`src/rtl/fetch_ctrl_pkg.sv`:
```
// Shared definitions for the instruction fetch controller: address/line
// widths, decoded opcodes, FSM state encoding and a saturating counter helper.
// Optional feature macro: FETCH_STEP_EN (adds the STEPWAIT state).
package fetch_ctrl_pkg;

  localparam int IP_WIDTH   = 8;
  localparam int LINE_WIDTH = 32;

  localparam logic [7:0] OP_JUMP = 8'h40;
  localparam logic [7:0] OP_HALT = 8'hFF;

  typedef enum logic [2:0] {
    IDLE     = 3'd0,
    FETCH    = 3'd1,
    DECODE   = 3'd2,
    ISSUE    = 3'd3,
`ifdef FETCH_STEP_EN
    HALT     = 3'd4,
    STEPWAIT = 3'd5
`else
    HALT     = 3'd4
`endif
  } fetch_state_t;

  // Retired-instruction counter increment that sticks at all-ones.
  function automatic logic [15:0] sat_inc16(input logic [15:0] v);
    return (v == 16'hFFFF) ? v : v + 16'd1;
  endfunction

endpackage

```
`src/rtl/fetch_ctrl.sv`:
```
// Instruction fetch controller: fetches a line at pc, decodes HALT and JUMP
// locally, hands every other instruction to the execute unit and waits for
// exec_done before advancing (sequentially, or to a branch target).
// Optional feature macro: FETCH_STEP_EN adds a step input and a STEPWAIT
// state that pauses before every refetch until step is pulsed.
module fetch_ctrl
  import fetch_ctrl_pkg::*;
(
  input  logic                  clk,
  input  logic                  nrst,
  input  logic                  start,
  input  logic [LINE_WIDTH-1:0] line,
  output logic                  mem_en,
  output logic [IP_WIDTH-1:0]   ip,
  output logic [LINE_WIDTH-1:0] instr,
  output logic                  instr_valid,
  input  logic                  exec_done,
  input  logic                  branch_taken,
  input  logic [IP_WIDTH-1:0]   branch_target,
`ifdef FETCH_STEP_EN
  input  logic                  step,
`endif
  output logic                  halted,
  output logic [15:0]           retired
);

  // Where DECODE/ISSUE go when they finish with the current instruction.
`ifdef FETCH_STEP_EN
  localparam fetch_state_t RESUME_STATE = STEPWAIT;
`else
  localparam fetch_state_t RESUME_STATE = FETCH;
`endif

  fetch_state_t          r_state;
  fetch_state_t          w_state_next;
  logic [IP_WIDTH-1:0]   r_pc;
  logic [IP_WIDTH-1:0]   w_pc_next;
  logic [LINE_WIDTH-1:0] r_instr;
  logic [LINE_WIDTH-1:0] w_instr_next;
  logic [15:0]           r_retired;
  logic [15:0]           w_retired_next;
  logic [7:0]            w_opcode;

  assign w_opcode = r_instr[31:24];

  // State, pc, instruction and retired-count registers; reset clears all.
  always_ff @(posedge clk or negedge nrst) begin
    if (!nrst) begin
      r_state   <= IDLE;
      r_pc      <= '0;
      r_instr   <= '0;
      r_retired <= '0;
    end else begin
      r_state   <= w_state_next;
      r_pc      <= w_pc_next;
      r_instr   <= w_instr_next;
      r_retired <= w_retired_next;
    end
  end

  // Next-state, pc update, line capture and retire counting.
  always_comb begin
    w_state_next   = r_state;
    w_pc_next      = r_pc;
    w_instr_next   = r_instr;
    w_retired_next = r_retired;
    case (r_state)
      IDLE: begin
        w_pc_next = '0;
        if (start) w_state_next = FETCH;
      end
      FETCH: begin
        w_instr_next = line;
        w_state_next = DECODE;
      end
      DECODE: begin
        if (w_opcode == OP_HALT) begin
          w_state_next = HALT;
        end else if (w_opcode == OP_JUMP) begin
          // Jumps complete here and never reach the execute unit.
          w_pc_next      = IP_WIDTH'(r_instr[23:16]);
          w_retired_next = sat_inc16(r_retired);
          w_state_next   = RESUME_STATE;
        end else begin
          w_state_next = ISSUE;
        end
      end
      ISSUE: begin
        // branch_taken/branch_target only matter alongside exec_done.
        if (exec_done) begin
          w_pc_next      = branch_taken ? branch_target : r_pc + IP_WIDTH'(1);
          w_retired_next = sat_inc16(r_retired);
          w_state_next   = RESUME_STATE;
        end
      end
      HALT: begin
        if (start) begin
          w_pc_next      = '0;
          w_retired_next = '0;
          w_state_next   = FETCH;
        end
      end
`ifdef FETCH_STEP_EN
      STEPWAIT: begin
        if (step) w_state_next = FETCH;
      end
`endif
      default: begin
        w_state_next = IDLE;
      end
    endcase
  end

  // Outputs are decoded from state so reset drops them immediately.
  assign mem_en      = (r_state == FETCH);
  assign instr_valid = (r_state == ISSUE);
  assign halted      = (r_state == HALT);
  assign ip          = r_pc;
  assign instr       = r_instr;
  assign retired     = r_retired;

endmodule
```
`config.mk`:
```
export PLATFORM = sky130hd
export DESIGN_NAME = fetch_ctrl
export DESIGN_NICKNAME = d
export VERILOG_FILES = /design/src/rtl/fetch_ctrl_pkg.sv /design/src/rtl/fetch_ctrl.sv
export SDC_FILE = /design/constraint.sdc
export NUM_CORES = 1
export LEC_CHECK = 0
export ABC_AREA = 1
export BUFFER_PORTS_ARGS = -buffer_cell sky130_fd_sc_hd__buf_2
export CAP_MARGIN = 20
export CORE_ASPECT_RATIO = 0.9
export CORE_MARGIN = 1.5
export CORE_UTILIZATION = 24
export DETAILED_ROUTE_END_ITERATION = 12
export HOLD_SLACK_MARGIN = 0.02
export PLACE_DENSITY = 0.42
export REMOVE_ABC_BUFFERS = 1
export SYNTH_ARGS = -nofsm -noshare
export SYNTH_HDL_FRONTEND = slang
export SYNTH_SLANG_ARGS = --single-unit
```
`constraint.sdc`:
```
create_clock -name clk -period 1.8 [get_ports clk]
set_input_delay 0 -clock clk [delete_from_list [all_inputs] [get_ports clk]]
set_output_delay 0 -clock clk [all_outputs]
set_load 0.005 [all_outputs]
```
==> metrics, run 1 <==
Detailed Route Iter0 Violations=190; CP Max Fanout=8; Post-CTS Setup Bufs=0; Most Frequent Cell on Critical Path=nand2_1; critical path required time=2.06 ns; CTS tree=built; crit path kind=register to register; critical path cell sequence=ha_1 > nand2_2 > nor2_2 > nand2_1 > clkinv_1 > nand3_2 > nand2_2 > nor2_4 > nand2_1 > nand2_1; power density over the cells=1440 nW/um^2; Die ar.=13900 um^2; Slowest cell on crit path=dfrtp_1; mux share of post-synthesis cell area=0%; Overflow after GRT=0; Clk Latency, worst-skew pair=0.32 ns; post-layout min period=1.69 ns; Synth Area in XOR/XNOR=1.10%; Worst EP arrival=1.95 ns; initial core utilization=24.9%; 1st-pass router iterations=6; Via-to-Cell Ratio=4.25; largest net degree at the start of global routing=60; sequential area share after synthesis=46.5%; unrepaired setup endpoints after global routing=false; via count=3255; global-route usage over all layers=14.0%; Max Buffers Root-to-Sink=2; Slew Limit Headroom=66.9%; Final ANT Viol Nets=0; Final Routed Wirelength=9430 um; initial antenna violation count=0; Hold Worst Slack=0.0373 ns; clock skew=0.00612 ns; main combinational cell family by area after synthesis=simple AND/OR/NAND/NOR gates; Avg Inst Size Synth=7.13 um^2; Post-Synth Adder-Cell Area=0.787%; Core Area=12800 um^2; synthesized flop and latch total=59; Async SR Flop Fraction=100%; Netlist cell types=34; Compound-Gate Fraction of Synth Area=5.24%; die width=124 um; CP startpoint kind=register; # diodes=0; hpwl dp=6670 um; most frequent cell after synthesis=nand2_1; # IOs=104; final cycle utilization of the critical path=93.7%; PnR worst setup slack=0.113 ns; Synth area leader=dfrtp_1; dpl ws=0.00174 ns; first-pass GRT wire length=15900 um; CTS buffer count=9; DRC=0; Slew @ Worst Pin=0.493 ns; CTS root buf=clkbuf_16; number of flops mapped to enable cells by yosys=0; Nets=643; top cells by instance count after synthesis=nand2_1, dfrtp_1, nor2_1, inv_1, o21ai_0; Clock Pin Slew Worst Setup and Hold Paths=0.05 ns; final number of hold-violating endpoints=0; Max Cap Viol=0; Area growth syn-to-layout=44.4%; Placer Congestion=0.827; vias in the first global route=3217; most area-consuming cells after synthesis=dfrtp_1, nand2_1, nor2_1; Max Freq=593 MHz; CTS HTree Levels=3; final std cells w/o fill=765; outcome=complete, no violations; num rows=39; HP Class=input pin to register; Cell Area, Synth=3180 um^2; post-DR wirelength/cell=12.3 um; Ys Warns=0; Mapped Cells=446; chip height=112 um; final setup violating endpoints=0; Leak Pwr=2.49 nW; fraction of layout cells with a size suffix above 1=26.0%; Clock Sinks=59; max-slew violation count=0; CP peak stage delay=0.42 ns; critical path endpoint category=register; Simple-Gate Fraction of Synth Area=39.9%; Primary FF master, synth=dfrtp_1; dpl cells=713; area share of the largest cell type after synthesis=46.5%; VDD IR-drop max=0.000699 V; # port buffers=103
==> layer usage <==
metal / wire [um] / GRT usage (%) / part of all wire, %
met4: 85 / 3.22 / 0.90
met3: 683 / 4.96 / 7.2
met2: 4170 / 21.9 / 44
met1: 4490 / 18.5 / 48
met5: 0 / 0 / 0
==> path summary, 6_finish.rpt <==
kind                                        from    endpoint  slack (ns)  cells after the start
worst min register to register          instr[0]    instr[0]        0.47                      2
min in group asynchronous                   nrst  retired[5]        0.20                      3
worst max-delay path                  retired[1]  retired[4]        0.11                     10
max in group asynchronous                   nrst   instr[25]        1.29                      3
worst min-delay path            branch_target[2]       ip[2]        0.04                      5
worst max register to register        retired[1]  retired[4]        0.11                     10
==> kinds of logic (layout without fill, tap and decap cells) <==
kind of cell	Yosys count	in the layout
compound gates	31	31
xor+xnor	4	4
fa+ha+maj	2	2
buf+inv	48	202
flops	59	59
simple gates	302	303
==> sequential cells by signal, summed over array words and instances, names as in the netlist <==
signal   count
instr       32
retired     16
ip           8
r_state      3
==> layout by cell type (no fill, tap or decap), types with 3 or more instances in the layout <==
master	instances
dlygate4sd3_1	35
nor2_2	4
nor2_1	46
dfrtp_1	59
inv_2	4
nand2_1	210
nand4_1	3
clkbuf_16	9
nand2_2	7
nand3_1	17
a21oi_1	5
nor2_4	3
xnor2_1	3
buf_2	103
inv_1	32
buf_4	8
o21ai_0	21
==> repair_timing <==
| item | in CTS | in global routing |
|---|---|---|
| cloned | 0 | 1 |
| pin swaps | 0 | 2 |
| resized for setup | 1 | 3 |
| hold endpoints to repair | 93 | 0 |
| setup endpoints to repair | 9 | 16 |
| hold buffers | 35 | 0 |
==> worst max-delay path, delay by kind of cell (launching register included) <==
family / cells / cell delay [ns]
flops: 1 / 0.42
simple gates: 8 / 0.90
buf+inv: 1 / 0.08
fa+ha+maj: 1 / 0.22
==> layout make-up <==
type	count	area (um^2)
Inverter	39	151
Tap cell	164	205
Clock inverter	5	37.5
Multi-Input combinational cell	340	1530
Sequential cell	59	1480
Clock buffer	11	243
Timing Repair Buffer	147	946
Fill cell	1411	8200
==> metrics by stage <==
step	util [%]	total power, W	TNS, ns	area (um^2)
3_5_place_dp	30.7	0.00495	0	3930
3_3_place_gp	30.7	0.00491	0	3930
4_1_cts	35.7	0.00667	0	4570
5_1_grt	35.9	0.00720	0	4590
6_report	35.9	0.00661	0	4590
2_1_floorplan	-	0.00382	-17.15	3120
==> power by group <==
part | internal, W | leakage, nW | total [W] | switching (W)
Clock | 0.000972 | 0.132 | 0.00159 | 0.000618
Combinational | 0.00106 | 1.60 | 0.00278 | 0.00173
Sequential | 0.00182 | 0.754 | 0.00223 | 0.000407
Note: power is estimated with default switching activity, not from simulation.
==> run 2, diff against run 1 <==
- CORE_MARGIN: 1.5 -> 2
- clock period: 1.8 -> 2 ns (I/O delays scaled with it)
==> run 2 against run 1 <==
Setup slack improved by 0.11 ns. Flip-flop and latch count did not move. Critical path depth decreased by 1. Global-route usage is 0.24 points lower. Power fell by 8.2%. Clock skew increased by 0.0025 ns.
==> metrics, run 2 (same netlist as run 1, synthesis figures left out) <==
outcome=complete, no violations; Slew @ Worst Pin=0.532 ns (+0.0388 ns); most common cell after layout, fill and taps aside=nand2_1; Max Buffers Root-to-Sink=2 (unchanged); largest net degree at the start of global routing=43 (-28%); CTS buffer count=9 (unchanged); Die ar.=14200 um^2 (+1.7%); VDD IR-drop max=0.000652 V (-6.7%); post-DR wirelength/cell=12.4 um (+0.87%); final setup violating endpoints=0 (unchanged); Final Routed Wirelength=9420 um (about the same); # IOs=104 (unchanged); global-route usage over all layers=13.7% (-0.24 points); chip height=113 um (+0.89%); post-layout min period=1.78 ns (+0.0882 ns); first-pass GRT wire length=15800 um (-1.0%); hpwl dp=6880 um (+3.1%); critical path required time=2.21 ns (+0.15 ns); Clk Latency, worst-skew pair=0.33 ns (about the same); Clock Pin Slew Worst Setup and Hold Paths=0.05 ns (about the same); fillers=1376 (-2.5%); max-slew violation count=0 (unchanged); die width=125 um (+0.80%); CTS root buf=clkbuf_16; dpl ws=0.216 ns (+0.214 ns); critical path endpoint category=register; Leak Pwr=2.47 nW (-0.56%); Final ANT Viol Nets=0 (unchanged); initial core utilization=24.8% (-0.095 points); Routed met3 length=758 um (+11%); most frequent cells in the layout=nand2_1, buf_2, dfrtp_1; final number of hold-violating endpoints=0 (unchanged); via count=3243 (-0.37%); clock skew=0.00858 ns (+0.00246 ns); Core Area=12800 um^2 (+0.38%); final std cells w/o fill=758 (-0.92%); unrepaired setup endpoints after global routing=false; dpl cells=709 (-0.56%); DRC=0 (unchanged); CP startpoint kind=register; Overflow after GRT=0 (unchanged); CTS HTree Levels=3 (unchanged); Via-to-Cell Ratio=4.28 (+0.55%); Max Freq=563 MHz (-5.0%); CTS tree=built; 1st-pass router iterations=4 (-2); Area growth syn-to-layout=42.9%; Met2 Wirelength=4120 um (-1.2%); Worst EP arrival=1.99 ns (+0.04 ns); Detailed Route Iter0 Violations=127 (-33%); CP Max Fanout=16 (+8); crit path kind=register to register; power density over the cells=1340 nW/um^2 (-7.3%); num rows=39 (unchanged); Nets=637 (-0.93%); post-CTS sizing=0 (-1); Placer Congestion=0.801 (-3.1%); HP Class=input pin to register; final cycle utilization of the critical path=88.8% (-5.0 points); Slew Limit Headroom=64.5% (-2.3 points); # port buffers=103 (unchanged); Clock Sinks=59 (unchanged); metal1 wirelength=4410 um (-1.7%); Top Metal Used=met5; # diodes=0 (unchanged); fraction of layout cells with a size suffix above 1=24.9% (-1.0 points); Max Cap Viol=0 (unchanged); max reg flops=32 (unchanged); PnR worst setup slack=0.225 ns (+0.112 ns); register area=1480 um^2 (unchanged); vias in the first global route=3180 (-1.2%); setup TNS=0 ns (unchanged); area of the multi-input gates=1500 um^2 (-1.9%); initial antenna violation count=1 (+1)
## run 2: power by group
| part | internal (W) | switching [W] |
|---|---|---|
| Combinational | 0.000910 | 0.00149 |
| Clock | 0.00109 | 0.000564 |
| Sequential | 0.00164 | 0.000375 |
## run 2: final cells by class
type | count | area share (%)
clock buffers | 9 | 4.96
well taps | 164 | 4.52
repair buffers | 142 | 19.7
flip-flops and latches | 59 | 32.5
inverters | 39 | 3.33
multi-input cells | 339 | 33.0
clock inverters | 6 | 1.98
## run 2: path summary, 6_finish.rpt
| path | startpoint | end | slack [ns] | cells after the start |
|---|---|---|---|---|
| max reg2reg | retired[0] | retired[1] | 0.22 | 9 |
| min | branch_target[2] | ip[2] | 0.03 | 5 |
| min in group asynchronous | nrst | retired[6] | 0.19 | 2 |
| max in group asynchronous | nrst | r_state[1] | 1.10 | 3 |
| min reg2reg | instr[2] | instr[2] | 0.47 | 2 |
| max | retired[0] | retired[1] | 0.22 | 9 |
## run 2: timing repair
item | in CTS | in global routing
setup buffers | 0 | 0
hold buffers | 34 | 0
hold endpoints to repair | 53 | 0
## run 2: per-layer routing
metal	global-route usage [%]	vias up
li1	-	1664
met1	17.5	1469
met2	21.4	97
met3	5.67	11
met4	4.15	2
met5	0	-
## run 2: through the flow
step,total power (W),util (%),hold WS (ns),instance area [um^2]
finish,0.00606,35.4,0.0316,4540
global route,0.00660,35.4,0.0794,4540
CTS,0.00617,35.4,0.0276,4540
detailed placement,0.00443,30.3,0.0192,3890
global placement,0.00440,30.3,0.0117,3890
floorplan,0.00344,-,-0.296,3120
## run 2: critical path, cell delays in order (launching register included)
cell	delay [ns]
dfrtp_1	0.43
ha_1	0.23
nand2_1	0.11
nor2_2	0.06
nand2_1	0.07
clkinv_1	0.07
nand3_1	0.13
nand3_2	0.32
nand2_1	0.17
nand2_1	0.06
==> run 3, diff against run 2 <==
- CELL_PAD_IN_SITES_DETAIL_PLACEMENT: default -> 2
- CELL_PAD_IN_SITES_GLOBAL_PLACEMENT: default -> 2
- CTS_CLUSTER_SIZE: default -> 16
- PLACE_DENSITY: 0.42 -> 0.7
==> run 3 against run 2 <==
Combinational power increased by 7%. Clock-buffer cell count increased by 3. Routed wire length increased by 24%. Final cell count increased by 0.40%. Utilization about the same. Hold slack improved by 0.012 ns. Maximum frequency decreased by 0.72%. Non-clock buffer count increased by 2. Cell area increased by 0.14%. Flip-flop and latch count unchanged. Sequential power about the same. Critical path type unchanged. Largest power group unchanged.
==> metrics, run 3 (same netlist as run 1, synthesis figures left out) <==
dpl ws=0.166 ns (-0.0494 ns); # diodes=0 (unchanged); Max Cap Viol=0 (unchanged); Worst EP arrival=2.06 ns (+0.07 ns); DRC=0 (unchanged); Final Routed Wirelength=11700 um (+24%); largest net degree at the start of global routing=31 (-28%); critical path endpoint category=register; final number of hold-violating endpoints=0 (unchanged); chip height=113 um (unchanged); outcome=complete, no violations; Via-to-Cell Ratio=4.48 (+4.7%); Core Area=12800 um^2 (unchanged); CTS buffer count=9 (unchanged); fillers=1537 (+12%); area of the multi-input gates=1510 um^2 (+0.50%); power density over the cells=1350 nW/um^2 (+1.1%); register area=1480 um^2 (unchanged); Clock Pin Slew Worst Setup and Hold Paths=0.05 ns (about the same); # port buffers=103 (unchanged); Post-CTS Setup Bufs=0 (unchanged); Slew @ Worst Pin=0.569 ns (+0.0373 ns); CTS tree=built; Leak Pwr=2.47 nW (-0.12%); fraction of layout cells with a size suffix above 1=24.8% (-0.13 points); Clock Sinks=59 (unchanged); global-route usage over all layers=17.4% (+3.7 points); Tot Pwr=0.00614 W (+1.2%); hpwl dp=8480 um (+23%); Hold Crit Depth=5 (unchanged); hold_sp=branch_taken; Placer Congestion=0.759 (-5.3%); final cycle utilization of the critical path=89.4% (+0.65 points); Max Freq=559 MHz (-0.72%); HP Class=input pin to register; max-slew violation count=0 (unchanged); Max Buffers Root-to-Sink=2 (unchanged); Nets=639 (+0.31%); 1st-pass router iterations=4 (unchanged); post-layout min period=1.79 ns (+0.0129 ns); Hold Worst Slack=0.0432 ns (+0.0116 ns); Area growth syn-to-layout=43.1%; most common cell after layout, fill and taps aside=nand2_1; Clk Latency, worst-skew pair=0.34 ns (about the same); PnR worst setup slack=0.212 ns (-0.0129 ns); first-pass GRT wire length=19500 um (+24%); R2R depth=10 (+1); most frequent cells in the layout=nand2_1, buf_2, dfrtp_1; R2R Path End=retired[4]; crit path kind=register to register; CTS HTree Levels=3 (unchanged); clock skew=0.00603 ns (-0.00255 ns); initial core utilization=24.8% (unchanged); CP startpoint kind=register; vias in the first global route=3961 (+25%); Slew Limit Headroom=62.0% (-2.5 points); via count=3408 (+5.1%); CP Max Fanout=16 (unchanged); die width=125 um (unchanged); Die ar.=14200 um^2 (unchanged); initial antenna violation count=0 (-1); VDD IR-drop max=0.000495 V (-24%); worst hold endpoint=ip[4]; post-route cell area=4550 um^2 (+0.14%); CTS root buf=clkbuf_16; post-DR wirelength/cell=15.3 um (+23%); final setup violating endpoints=0 (unchanged); Detailed Route Iter0 Violations=105 (-17%); worst r2r src=retired[0]; num rows=39 (unchanged); # IOs=104 (unchanged); max reg flops=32 (unchanged); Final ANT Viol Nets=0 (unchanged); R2R Setup Slk=0.21 ns (about the same); area post-placement=3890 um^2 (+0.19%); setup TNS=0 ns (unchanged); Overflow after GRT=0 (unchanged); critical path required time=2.27 ns (+0.06 ns)
## run 3: worst max-delay path, cell delays in order (launching register included)
cell	delay, ns
dfrtp_1	0.43
ha_1	0.24
nand2_1	0.12
nor2_2	0.06
nand2_1	0.07
clkinv_1	0.07
nand3_1	0.19
nand2_2	0.13
nor2_8	0.24
nand2_1	0.10
nand2_1	0.07
## run 3: per-layer routing
metal / routed length, um / track usage (%)
met1: 4890 / 19.4
met2: 5920 / 31.5
met3: 698 / 5.63
met4: 160 / 5.56
met5: 0 / 0
## run 3: per-stage QoR
stage          std cells  util (%)
4_1_cts              761      35.4
6_report             761      35.4
2_1_floorplan        437         -
5_1_grt              761      35.4
3_5_place_dp         710      30.3
3_3_place_gp         710      30.3
## run 3: layout make-up
cell class	instances	area share, %
multi-input cells	339	33.2
well taps	164	4.51
clock inverters	4	1.10
clock buffers	12	5.42
inverters	39	3.33
flip-flops and latches	59	32.5
repair buffers	144	20.0
## run 3: worst max path at each step
| stage | from | endpoint | slack (ns) | cells past startpoint |
|---|---|---|---|---|
| 2_1_floorplan | r_state[2] | instr[0] | -0.42 | 4 |
| 3_3_place_gp | retired[0] | retired[0] | 0.27 | 9 |
| 3_5_place_dp | retired[0] | retired[14] | 0.17 | 9 |
| 4_1_cts | retired[0] | retired[14] | 0.15 | 9 |
| 5_1_grt | retired[0] | retired[4] | -0.009 | 10 |
| 6_report | retired[0] | retired[4] | 0.21 | 10 |
## run 3: power breakdown
group | total [W] | internal, W | switching, W | leakage [nW]
clock | 0.00156 | 0.000996 | 0.000560 | 0.139
sequential | 0.00202 | 0.00164 | 0.000383 | 0.754
combinational | 0.00256 | 0.000935 | 0.00162 | 1.58
## run 3: repair_timing
action                                  4_1_cts  5_1_grt
endpoints found under the hold margin        54        0
endpoints found under the setup margin        0       16
resized for setup                             0        1
hold buffers                                 35        0
